### src/rtl/ac_motor_gate_monitor_pkg.sv
// ---------------------------------------------------------------------------
// ac_motor_gate_monitor_pkg
// Shared definitions for the gate-drive monitor: per-phase FSM state
// encoding, latched fault-code values and default parameter values.
// ---------------------------------------------------------------------------
package ac_motor_gate_monitor_pkg;

  localparam int unsigned DELAY_W_DEF = 11;
  localparam int unsigned TOL_DEF     = 2;
  localparam int unsigned PHASES_DEF  = 3;

  typedef enum logic [2:0] {
    ST_OFF     = 3'd0,
    ST_HIGH_ON = 3'd1,
    ST_LOW_ON  = 3'd2,
    ST_DEAD_HL = 3'd3,
    ST_DEAD_LH = 3'd4
  } phase_state_t;

  localparam logic [1:0] FC_NONE  = 2'b00;
  localparam logic [1:0] FC_DEAD  = 2'b01;
  localparam logic [1:0] FC_SHORT = 2'b10;

endpackage

### src/rtl/ac_motor_gate_monitor_if.sv
// ---------------------------------------------------------------------------
// ac_motor_gate_monitor_if
// Bundles the control/gate inputs and status outputs of the monitor.
//   master : control side (drives enable, delay, gates, fault_clr)
//   slave  : monitor side (drives gate_enable, s_decoded, fault,
//            fault_code, dead_meas)
// ---------------------------------------------------------------------------
interface ac_motor_gate_monitor_if #(
  parameter int unsigned DELAY_W = ac_motor_gate_monitor_pkg::DELAY_W_DEF
);
  logic                 enable;
  logic [DELAY_W-1:0]   delay;
  logic [2:0]           s_high;
  logic [2:0]           s_low;
  logic                 fault_clr;
  logic                 gate_enable;
  logic [2:0]           s_decoded;
  logic                 fault;
  logic [5:0]           fault_code;
  logic [3*DELAY_W-1:0] dead_meas;

  modport master (
    output enable, delay, s_high, s_low, fault_clr,
    input  gate_enable, s_decoded, fault, fault_code, dead_meas
  );

  modport slave (
    input  enable, delay, s_high, s_low, fault_clr,
    output gate_enable, s_decoded, fault, fault_code, dead_meas
  );
endinterface

### src/rtl/ac_motor_gate_phase_check.sv
// ---------------------------------------------------------------------------
// ac_motor_gate_phase_check
// One phase of the gate monitor: registers the gate pair, tracks the
// switch state, measures dead time at each commutation and latches the
// first fault seen on this phase.
//   clk, rst     : clock, async active-high reset
//   i_enable     : enables the dead-time check
//   i_delay      : programmed dead time (cycles)
//   i_high/i_low : raw gate pair for this phase
//   i_clr        : qualified fault clear from the top level
//   o_dec        : reconstructed switch state
//   o_idle       : registered gates both off
//   o_new_fault  : a fault is detected this cycle
//   o_code       : latched fault code
//   o_dead_meas  : last measured dead time
// ---------------------------------------------------------------------------
module ac_motor_gate_phase_check
  import ac_motor_gate_monitor_pkg::*;
#(
  parameter int unsigned DELAY_W = DELAY_W_DEF,
  parameter int unsigned TOL     = TOL_DEF
) (
  input  logic               clk,
  input  logic               rst,
  input  logic               i_enable,
  input  logic [DELAY_W-1:0] i_delay,
  input  logic               i_high,
  input  logic               i_low,
  input  logic               i_clr,
  output logic               o_dec,
  output logic               o_idle,
  output logic               o_new_fault,
  output logic [1:0]         o_code,
  output logic [DELAY_W-1:0] o_dead_meas
);

  localparam logic [DELAY_W-1:0] CNT_MAX = '1;
  localparam logic [DELAY_W-1:0] TOL_V   = DELAY_W'(TOL);

  logic               r_high, r_low;
  phase_state_t       r_state, w_state_nxt;
  logic [DELAY_W-1:0] r_cnt, w_cnt_nxt;
  logic [DELAY_W-1:0] r_meas, w_meas_val;
  logic [DELAY_W-1:0] w_thr;
  logic               w_meas_en, w_check, w_shoot, w_dead_viol;
  logic [1:0]         r_code, w_code_new;
  logic               r_dec, w_dec_nxt;

  always_ff @(posedge clk or posedge rst) begin
    if (rst) begin
      r_high <= 1'b0;
      r_low  <= 1'b0;
    end else begin
      r_high <= i_high;
      r_low  <= i_low;
    end
  end

  always_ff @(posedge clk or posedge rst) begin
    if (rst) r_state <= ST_OFF;
    else     r_state <= w_state_nxt;
  end

  // delay is used live, so a mid-interval change applies at the compare
  assign w_thr = (i_delay > TOL_V) ? (i_delay - TOL_V) : '0;

  always_comb begin
    w_state_nxt = r_state;
    w_cnt_nxt   = r_cnt;
    w_meas_en   = 1'b0;
    w_meas_val  = r_cnt;
    w_check     = 1'b0;
    w_shoot     = 1'b0;
    if (r_high && r_low) begin
      // parking in OFF while both are on means the phase restarts from OFF
      // once the short clears, with no dead-time check on that edge
      w_shoot     = 1'b1;
      w_state_nxt = ST_OFF;
    end else begin
      case (r_state)
        ST_OFF: begin
          if (r_high)     w_state_nxt = ST_HIGH_ON;
          else if (r_low) w_state_nxt = ST_LOW_ON;
        end
        ST_HIGH_ON: begin
          if (!r_high) begin
            if (r_low) begin
              w_state_nxt = ST_LOW_ON;
              w_meas_en   = 1'b1;
              w_meas_val  = '0;
              w_check     = 1'b1;
            end else begin
              w_state_nxt = ST_DEAD_HL;
              w_cnt_nxt   = DELAY_W'(1);
            end
          end
        end
        ST_LOW_ON: begin
          if (!r_low) begin
            if (r_high) begin
              w_state_nxt = ST_HIGH_ON;
              w_meas_en   = 1'b1;
              w_meas_val  = '0;
              w_check     = 1'b1;
            end else begin
              w_state_nxt = ST_DEAD_LH;
              w_cnt_nxt   = DELAY_W'(1);
            end
          end
        end
        ST_DEAD_HL: begin
          if (r_low) begin
            w_state_nxt = ST_LOW_ON;
            w_meas_en   = 1'b1;
            w_check     = 1'b1;
          end else if (r_high) begin
            w_state_nxt = ST_HIGH_ON;
          end else if (r_cnt != CNT_MAX) begin
            w_cnt_nxt = r_cnt + 1'b1;
          end
        end
        ST_DEAD_LH: begin
          if (r_high) begin
            w_state_nxt = ST_HIGH_ON;
            w_meas_en   = 1'b1;
            w_check     = 1'b1;
          end else if (r_low) begin
            w_state_nxt = ST_LOW_ON;
          end else if (r_cnt != CNT_MAX) begin
            w_cnt_nxt = r_cnt + 1'b1;
          end
        end
        default: w_state_nxt = ST_OFF;
      endcase
    end
  end

  assign w_dead_viol = w_check && i_enable && (w_meas_val < w_thr);

  always_comb begin
    w_code_new = FC_NONE;
    if (w_shoot)          w_code_new = FC_SHORT;
    else if (w_dead_viol) w_code_new = FC_DEAD;
  end

  always_comb begin
    w_dec_nxt = r_dec;
    case (w_state_nxt)
      ST_HIGH_ON:        w_dec_nxt = 1'b1;
      ST_LOW_ON, ST_OFF: w_dec_nxt = 1'b0;
      default:           w_dec_nxt = r_dec;
    endcase
  end

  always_ff @(posedge clk or posedge rst) begin
    if (rst) begin
      r_cnt  <= '0;
      r_meas <= '0;
      r_code <= FC_NONE;
      r_dec  <= 1'b0;
    end else begin
      r_cnt <= w_cnt_nxt;
      r_dec <= w_dec_nxt;
      if (w_meas_en) r_meas <= w_meas_val;
      // first fault wins; the top never asserts i_clr alongside a new fault
      if ((r_code == FC_NONE) && (w_code_new != FC_NONE)) r_code <= w_code_new;
      else if (i_clr)                                     r_code <= FC_NONE;
    end
  end

  assign o_dec       = r_dec;
  assign o_idle      = ~r_high & ~r_low;
  assign o_new_fault = w_shoot | w_dead_viol;
  assign o_code      = r_code;
  assign o_dead_meas = r_meas;

endmodule

### src/rtl/ac_motor_gate_monitor.sv
// ---------------------------------------------------------------------------
// ac_motor_gate_monitor
// Receiving end of the dead-time gate-drive interface. Decodes each phase's
// gate pair, measures inserted dead time, latches shoot-through and
// dead-time faults, and produces gate_enable for the switch-delay stage.
//   clk, rst : clock, async active-high reset
//   bus      : slave modport of ac_motor_gate_monitor_if (control inputs,
//              gate pairs, fault_clr in; gate_enable, s_decoded, fault,
//              fault_code, dead_meas out)
// ---------------------------------------------------------------------------
module ac_motor_gate_monitor
  import ac_motor_gate_monitor_pkg::*;
#(
  parameter int unsigned DELAY_W = DELAY_W_DEF,
  parameter int unsigned TOL     = TOL_DEF,
  parameter int unsigned PHASES  = PHASES_DEF
) (
  input  logic                    clk,
  input  logic                    rst,
  ac_motor_gate_monitor_if.slave  bus
);

  logic [PHASES-1:0]         w_dec, w_idle, w_new;
  logic [1:0]                w_code [PHASES];
  logic [DELAY_W-1:0]        w_meas [PHASES];
  logic [2*PHASES-1:0]       w_code_flat;
  logic [PHASES*DELAY_W-1:0] w_meas_flat;
  logic                      w_any_code, w_clr_ok, w_fault_nxt;
  logic                      r_gate_en;

  for (genvar p = 0; p < PHASES; p++) begin : g_phase
    ac_motor_gate_phase_check #(
      .DELAY_W (DELAY_W),
      .TOL     (TOL)
    ) u_phase (
      .clk         (clk),
      .rst         (rst),
      .i_enable    (bus.enable),
      .i_delay     (bus.delay),
      .i_high      (bus.s_high[p]),
      .i_low       (bus.s_low[p]),
      .i_clr       (w_clr_ok),
      .o_dec       (w_dec[p]),
      .o_idle      (w_idle[p]),
      .o_new_fault (w_new[p]),
      .o_code      (w_code[p]),
      .o_dead_meas (w_meas[p])
    );
  end

  always_comb begin
    w_code_flat = '0;
    w_meas_flat = '0;
    w_any_code  = 1'b0;
    for (int unsigned p = 0; p < PHASES; p++) begin
      w_code_flat[2*p +: 2]             = w_code[p];
      w_meas_flat[p*DELAY_W +: DELAY_W] = w_meas[p];
      w_any_code                        = w_any_code | (w_code[p] != FC_NONE);
    end
  end

  assign w_clr_ok    = bus.fault_clr & (&w_idle) & ~(|w_new);
  // fault state as it will stand after this edge's latch/clear
  assign w_fault_nxt = ~w_clr_ok & (w_any_code | (|w_new));

  always_ff @(posedge clk or posedge rst) begin
    if (rst) r_gate_en <= 1'b0;
    else     r_gate_en <= bus.enable & ~w_fault_nxt;
  end

  assign bus.gate_enable = r_gate_en;
  assign bus.s_decoded   = w_dec;
  assign bus.fault       = w_any_code;
  assign bus.fault_code  = w_code_flat;
  assign bus.dead_meas   = w_meas_flat;

endmodule

### src/flat_wrapper.sv
// flat-port wrapper written by rule: the top's interface ports become plain ports
module ac_motor_gate_monitor_flat import ac_motor_gate_monitor_pkg::*;
#(
  parameter int unsigned DELAY_W = DELAY_W_DEF,
  parameter int unsigned TOL     = TOL_DEF,
  parameter int unsigned PHASES  = PHASES_DEF
)
  (clk, rst, bus_enable, bus_delay, bus_s_high, bus_s_low, bus_fault_clr, bus_gate_enable, bus_s_decoded, bus_fault, bus_fault_code, bus_dead_meas);
  ac_motor_gate_monitor_if #(.DELAY_W(DELAY_W)) bus_i ();
  input  logic clk;
  input  logic rst;
  input wire logic [$bits(bus_i.enable)-1:0] bus_enable;
  input wire logic [$bits(bus_i.delay)-1:0] bus_delay;
  input wire logic [$bits(bus_i.s_high)-1:0] bus_s_high;
  input wire logic [$bits(bus_i.s_low)-1:0] bus_s_low;
  input wire logic [$bits(bus_i.fault_clr)-1:0] bus_fault_clr;
  output wire logic [$bits(bus_i.gate_enable)-1:0] bus_gate_enable;
  output wire logic [$bits(bus_i.s_decoded)-1:0] bus_s_decoded;
  output wire logic [$bits(bus_i.fault)-1:0] bus_fault;
  output wire logic [$bits(bus_i.fault_code)-1:0] bus_fault_code;
  output wire logic [$bits(bus_i.dead_meas)-1:0] bus_dead_meas;
  assign bus_i.enable = bus_enable;
  assign bus_i.delay = bus_delay;
  assign bus_i.s_high = bus_s_high;
  assign bus_i.s_low = bus_s_low;
  assign bus_i.fault_clr = bus_fault_clr;
  assign bus_gate_enable = bus_i.gate_enable;
  assign bus_s_decoded = bus_i.s_decoded;
  assign bus_fault = bus_i.fault;
  assign bus_fault_code = bus_i.fault_code;
  assign bus_dead_meas = bus_i.dead_meas;
  ac_motor_gate_monitor #(.DELAY_W(DELAY_W), .TOL(TOL), .PHASES(PHASES)) u_core (.clk(clk), .rst(rst), .bus(bus_i));
endmodule
### config.mk
export PLATFORM = sky130hd
export DESIGN_NAME = ac_motor_gate_monitor_flat
export DESIGN_NICKNAME = d
export VERILOG_FILES = /design/src/rtl/ac_motor_gate_monitor_pkg.sv /design/src/rtl/ac_motor_gate_monitor_if.sv /design/src/rtl/ac_motor_gate_phase_check.sv /design/src/rtl/ac_motor_gate_monitor.sv /design/src/flat_wrapper.sv
export SDC_FILE = /design/constraint.sdc
export NUM_CORES = 1
export LEC_CHECK = 0
export CORE_AREA = 2 2 125 127
export DETAILED_ROUTE_END_ITERATION = 7
export DIE_AREA = 0 0 127 129
export PLACE_DENSITY_LB_ADDON = 0.25
export SYNTH_ARGS = -nofsm -noshare
export SYNTH_HDL_FRONTEND = slang
export SYNTH_HIERARCHICAL = 1
export SYNTH_SLANG_ARGS = --single-unit
### constraint.sdc
create_clock -name clk -period 7.5 [get_ports clk]
set_clock_uncertainty 0.15 [all_clocks]
set_input_delay 2.25 -clock clk [delete_from_list [all_inputs] [get_ports clk]]
set_output_delay 2.25 -clock clk [all_outputs]
set_load 0.02 [all_outputs]
After elaboration in Yosys (flattened, before gate mapping)
Cells that the tools add are included.
{ "op_classes": {"addsub": 4, "order_cmp": 4, "n_eq_ne": 45, "mux": 113, "bitwise_logic": 25, "reduce_logical": 47} }
{ "ops": {"columns": ["op", "n"], "rows": [
  ["11-bit two-way mux", 43],
  ["11-bit one-hot mux with 4 select lines", 3],
  ["3-bit two-way mux", 24],
  ["11-bit one-hot mux with 2 select lines", 3],
  ["2-bit inequality test, second input constant", 24],
  ["3-bit one-hot mux with 4 select lines", 3],
  ["11-bit by 1-bit adder with 11-bit output, second input constant", 3],
  ["11-bit < comparator", 3],
  ["11-bit inequality test, second input constant", 3],
  ["10-bit AND reduction", 3],
  ["3-bit by 2-bit == test with 1-bit output, second input constant", 9],
  ["1-bit two-way mux", 24],
  ["2-bit nonzero test", 12],
  ["3-bit by 1-bit == test with 1-bit output, second input constant", 6],
  ["3-bit zero test", 6],
  ["2-bit two-way mux", 7],
  ["1-bit logical AND", 12],
  ["1-bit inverter", 12],
  ["1-bit one-hot mux with 4 select lines", 3],
  ["4-bit nonzero test", 3],
  ["2-bit OR reduction", 6],
  ["11-bit by 2-bit > comparator with 1-bit output, second input constant", 1],
  ["11-bit by 2-bit subtractor with 11-bit output, second input constant", 1],
  ["3-bit == test, second input constant", 3],
  ["6 further kinds", 21]
]} }
{ "word_totals": {"reg_bits": 91, "out_inout_bits": 44} }

Logic depth before layout (Yosys ltp)
{ "logic_depth": {"ltp_word": 14, "ltp_mapped": 15, "mapped_depth_nobuf": 15} }

By module
Netlist, hierarchy kept.
{ "modules_own_cells": {"columns": ["module", "instances", "cells_per_inst", "area_each_um2"], "rows": [
  ["ac_motor_gate_phase_check (u_core.g_phase[0].u_phase ...)", 2, 204, 1959.4],
  ["ac_motor_gate_phase_check (u_core.g_phase[2].u_phase)", 1, 217, 2075.7],
  ["ac_motor_gate_monitor", 1, 10, 72.6]
]} }

Worst setup path after synthesis
OpenSTA, ideal clock, no wires.
{ "synth_timing": {"kind": "input -> register", "from": "input port bus_delay[6]", "to": "register u_core.g_phase[0].u_phase.r_code[1]", "setup_ns": 0.122, "t_arrival_ns": 4.757, "required_time_ns": 7.228, "setup_slack_ns": 2.472, "path_stages": 14, "path_buffers": 0, "path_cell_list": "nor4_1 -> nand2_1 -> or3_1 -> nor3_1 -> a21oi_1 -> ha_1 -> nand4_1 -> a211oi_1 -> a2111o_1 -> nand2_1 -> nor3_1 -> nor2b_1 -> inv_1 -> a32o_1"} }
{ "synth_between": {"elab_chain_cells": 9, "word_cells_on_any_way": 21, "classes_between": "add/sub (1); order compare (4); mux (4); bitwise (5); reduce/logical (7)"} }
{ "synth_lines": {"columns": ["item", "line", "source"], "rows": [
  ["start, declared", "flat_wrapper.sv:13", "input wire logic [$bits(bus_i.delay)-1:0] bus_delay;"],
  ["11-bit by 2-bit subtractor with 11-bit output or 11-bit by 2-bit > comparator with 1-bit output (tied branches)", "ac_motor_gate_phase_check.sv:65", "assign w_thr = (i_delay > TOL_V) ? (i_delay - TOL_V) : '0;"],
  ["11-bit two-way mux *", "ac_motor_gate_phase_check.sv:65", null],
  ["11-bit < comparator *", "ac_motor_gate_phase_check.sv:138", "assign w_dead_viol = w_check && i_enable && (w_meas_val < w_thr);"],
  ["1-bit logical AND *", "ac_motor_gate_phase_check.sv:138", null],
  ["1-bit bitwise OR *", "ac_motor_gate_phase_check.sv:173", "assign o_new_fault = w_shoot | w_dead_viol;"],
  ["net u_core.w_new[1]", "ac_motor_gate_monitor.sv:23", "logic [PHASES-1:0] w_dec, w_idle, w_new;"],
  ["3-bit OR reduction *", "ac_motor_gate_monitor.sv:62", "assign w_clr_ok = bus.fault_clr & (&w_idle) & ~(|w_new);"],
  ["1-bit inverter *", "ac_motor_gate_monitor.sv:62", null],
  ["1-bit bitwise AND *", "ac_motor_gate_monitor.sv:62", null],
  ["net u_core.w_clr_ok", "ac_motor_gate_monitor.sv:28", "logic w_any_code, w_clr_ok, w_fault_nxt;"],
  ["2-bit nonzero test (no source line) *", null, null],
  ["end signal, assigned", "ac_motor_gate_phase_check.sv:166", "if ((r_code == FC_NONE) && (w_code_new != FC_NONE)) r_code <= w_code_new;"],
  ["end, declared", "ac_motor_gate_phase_check.sv:46", "logic [1:0] r_code, w_code_new;"]
]} }
Mark *: on every way through the listed nets, which the timed path passes. The rest lies on a longest branch.
A chain may end at the register's enable or synchronous reset.

Final worst setup path
{ "layout_timing": {"from": "input port bus_delay[4]", "to": "register u_core.g_phase[0].u_phase.r_code[1]"} }
The elaborated chain is that of the path after synthesis.

==> reports/qor_table.md <==
| Group | Result | Value |
| --- | --- | --- |
| pwr | Worst vdd ir | 0.106 mV |
| clock network | CTS Buffer Depth | 2 |
| clock network | Cts repair resizes | 0 |
| synth | Portion of synthesized cell area occupied by the leading cell type | 0.375 |
| floorplanning | Overall die width | 127 µm |
| drt | Initial detailed-routing violation count | 406 |
| setup path | Critical Path Sink Type | flop |
| clock network | Clock insertion delay at the later pin of the skew report | 0.36 ns |
| drt | Average wire per cell in the routed design | 16.2 µm |
| setup path | Critical Path AT | 6.01 ns |
| clock network | Post-CTS Setup Inserts | 0 |
| synth | Ys async rst share | 1.00 |
| pwr | LEAKAGE | 3.14 nW |
| synth | Part of the Yosys area used for sequential elements | 0.375 |
| min path | Classification of the worst-slack hold path | reg2reg |
| finish | Final net count | 749 |
| floorplanning | Y dimension of the die | 129 µm |
| sta | Slew Limit Fails | 0 |
| grt | Total routing usage reported by global routing | 0.183 |
| setup path | Critical Path RT | 7.59 ns |
| synth | Net count after synthesis | 692 |
| place | Placed cell area | 0.00684 mm² |
| finish | Diode count | 0 |
| clock network | Clock-pin transition on the worst setup and hold timing paths | 0.06 ns |
| sta | Final worst path period need | 5.91 ns |
| synth | Number of synthesized register bits | 91 |
| setup path | Crit path cell chain | clkdlybuf4s50_1 > nor3_1 > o2111ai_1 > nand2_1 > ha_1 > o21ai_0 > a2111o_1 > a31oi_1 > o21ai_0 > nor3_1 > nor2b_1 > inv_1 > a32o_1 |
| floorplanning | Core region area | 0.0150 mm² |
| clock network | Maximum level of the CTS H-tree | 3 |
| place | HPWL Detailed | 10700 µm |
| sta | Max transition margin | 0.236 |
| grt | Wire length of the first global-routing pass | 24000 µm |
| setup path | Critical R2R Launch | u_core/g_phase[1].u_phase/r_high |
| finish | Share of post-route cells with drive strength above 1 | 0.109 |
| synth | Number of synthesis warnings | 6 |
| synth | Cell type with the highest aggregate area in the netlist | dfrtp_1 |
| finish | Area Overhead vs Synth | 18.0% |
| clock network | CTS tree | built |
| floorplanning | Rows | 45 |
| synth | Number of flops mapped to enable cells by yosys | 0 |
| setup path | Worst setup path class | in2reg |
| synth | Cell area after synthesis | 0.00607 mm² |
| place | Number of placed instances with taps included | 869 |
| setup path | Maximum fanout along the worst path | 13 |
| setup path | Setup slack, reg-to-reg | 3.64 ns |
| grt | Vias in the first global route | 4797 |
| drt | ANT nets after route | 0 |
| finish | Final design area excluding fillers | 0.00716 mm² |
| place | Post-Place Setup Slack | 1.24 ns |
| setup path | Critical Path Max Stage Delay | 0.67 ns |
| sta | Total negative setup slack | 0 ns |
| sta | Worst-case hold slack | 0.338 ns |
| finish | Post-route core utilization | 0.478 |
| sta | Final critical-path setup slack | 1.59 ns |
| drt | Number of detailed-route iterations in the first pass | 6 |
| finish | Non-Filler Instances | 884 |
| place | Final weighted congestion in routability-driven placement | 0.886 |
| outcome | Run status | complete, no violations |
| sta | Setup repair after global routing missed its margin | false |
| drt | DRC violations left | 0 |
| floorplanning | Starting Density | 0.405 |
| synth | Count of unique library cells instantiated by Yosys | 58 |
| finish | Highest-count cells in the layout ignoring fill and taps | 91 x dfrtp_1, 78 x nand2_1, 64 x clkdlybuf4s50_1, 41 x nor2_1, 36 x ha_1 |
| place | Total of buffers placed on input and output ports | 64 |
| floorplanning | # IOs | 65 |
| sta | Slew of the pin with the lowest slew margin | 1.14 ns |
| min path | Startpoint of the most critical hold path | u_core/g_phase[0].u_phase/o_dead_meas[0] |
| pwr | Total design power | 1.36 mW |
| clock network | Clock buffers created by TritonCTS | 9 |
| pwr | Total power per unit cell area | 190 mW/mm² |
| finish | Most common cell after layout, fill and taps aside | dfrtp_1 |
| sta | Achievable Freq | 0.169 GHz |
| sta | Fin crit share | 0.788 |
| sta | Final number of setup-violating endpoints | 0 |
| grt | Largest net degree at the start of global routing | 31 |
| drt | Total wire length after detailed routing | 14300 µm |
| synth | Instance count of the mapped netlist | 635 |
| setup path | Reg-to-reg critical path endpoint | u_core/g_phase[0].u_phase/o_code[1] |
| grt | Sum of overflow across all layers after global routing | 0 |
| drt | Routed via count | 4962 |
| grt | Initial antenna violation count | 0 |
| drt | Via density per instance | 5.61 |
| clock network | Root buffer cell | clkbuf_16 |
| setup path | Number of cells on the worst reg-to-reg path | 12 |
| setup path | Critical path destination | u_core/g_phase[0].u_phase/o_code[1] |
| clock network | Cts hold-fix bufs | 0 |
| job | Max-cap check violation count | 0 |
| setup path | Crit path launch type | input pin |
| clock network | CTS Sinks | 91 |
| setup path | Worst setup path startpoint | bus_delay[4] |
| floorplanning | Die outline area | 0.0164 mm² |
| sta | Hold Fails Final Rpt | 0 |
| synth | Most area-consuming cells after synthesis | dfrtp_1 38%, ha_1 7.4%, mux2_2 5.9% |
| synth | Synthesized area per cell | 9.55 µm² |
| setup path | Critical-path top delay cell | clkdlybuf4s50_1 |
| synth | Top flip-flop cell by instance count after synthesis | dfrtp_1 |
sequential cells by signal, indices dropped and copies added, names as in the netlist:
register,count
u_core/bus.gate_enable,1
u_core/g_phase.u_phase/o_code,6
u_core/g_phase.u_phase/o_dead_meas,33
u_core/g_phase.u_phase/o_dec,3
u_core/g_phase.u_phase/r_cnt,33
u_core/g_phase.u_phase/r_high,3
u_core/g_phase.u_phase/r_low,3
u_core/g_phase.u_phase/r_state,9
how the worst min path moves through the flow:
stage	endpoint	slack, ns	cells past startpoint
global route	u_core/g_phase[1].u_phase/o_dead_meas[7]	0.37	1
finish	u_core/g_phase[0].u_phase/o_dead_meas[0]	0.34	2
CTS	u_core/g_phase[0].u_phase/o_dead_meas[0]	0.34	2
detailed placement	u_core/g_phase[0].u_phase/o_dead_meas[0]	0.33	2
floorplan	u_core/g_phase[2].u_phase/r_cnt[10]	0.33	1
global placement	u_core/g_phase[1].u_phase/o_dead_meas[0]	0.32	2
critical path, delay by kind of cell:
| family | cells | cell delay, ns |
|---|---|---|
| buffers and inverters | 2 | 0.76 |
| adder cells (fa/ha/maj) | 1 | 0.17 |
| AO/OA/AOI/OAI | 6 | 1.54 |
| AND/OR/NAND/NOR | 4 | 1.27 |
layout make-up:
type                            count  area, µm²
Tap cell                          188        235
Inverter                           26       97.6
Multi-Input combinational cell    494       3550
Clock inverter                      4       73.8
Clock buffer                       11        243
Sequential cell                    91       2280
Fill cell                        1386       7820
Timing Repair Buffer               70        686
Yosys cell counts, types with 5 or more instances:
cell / instances
nand2_1: 78
clkbuf_1: 6
nor4_1: 10
nor3_1: 21
buf_6: 5
and3_1: 6
or3_1: 5
xor2_1: 14
dfrtp_1: 91
mux2_2: 32
nor3b_1: 6
buf_2: 13
nand3b_1: 6
xnor2_1: 20
o21ai_0: 10
mux2i_1: 12
nor2_1: 41
ha_1: 36
a211oi_1: 18
nor2b_1: 30
nand3_1: 22
inv_1: 26
nand4_1: 13
a21oi_1: 23
o31ai_1: 8
or4_1: 6
nand2b_1: 14
kinds of logic after synthesis:
kind of cell             count (synthesis)  synth area share
adder cells (fa/ha/maj)                 36            0.0742
AO/OA/AOI/OAI                          101             0.130
flip-flops                              91             0.375
buffers and inverters                   50            0.0398
AND/OR/NAND/NOR                        278             0.250
multiplexers                            45            0.0817
XOR/XNOR                                34            0.0491
per-layer routing:
metal | part of all wire | global-route usage | vias to the layer above
met5 | 0 | 0 | -
met4 | 0.013 | 0.0627 | 0
li1 | - | - | 2409
met3 | 0.042 | 0.0316 | 11
met1 | 0.49 | 0.261 | 2408
met2 | 0.45 | 0.283 | 134
power breakdown:
part	leakage, nW	internal [mW]	switching, mW	total (mW)
Combinational	1.78	0.131	0.153	0.284
Clock	0.156	0.300	0.190	0.490
Sequential	1.20	0.532	0.0530	0.585
(Power assumes the default switching activity.)
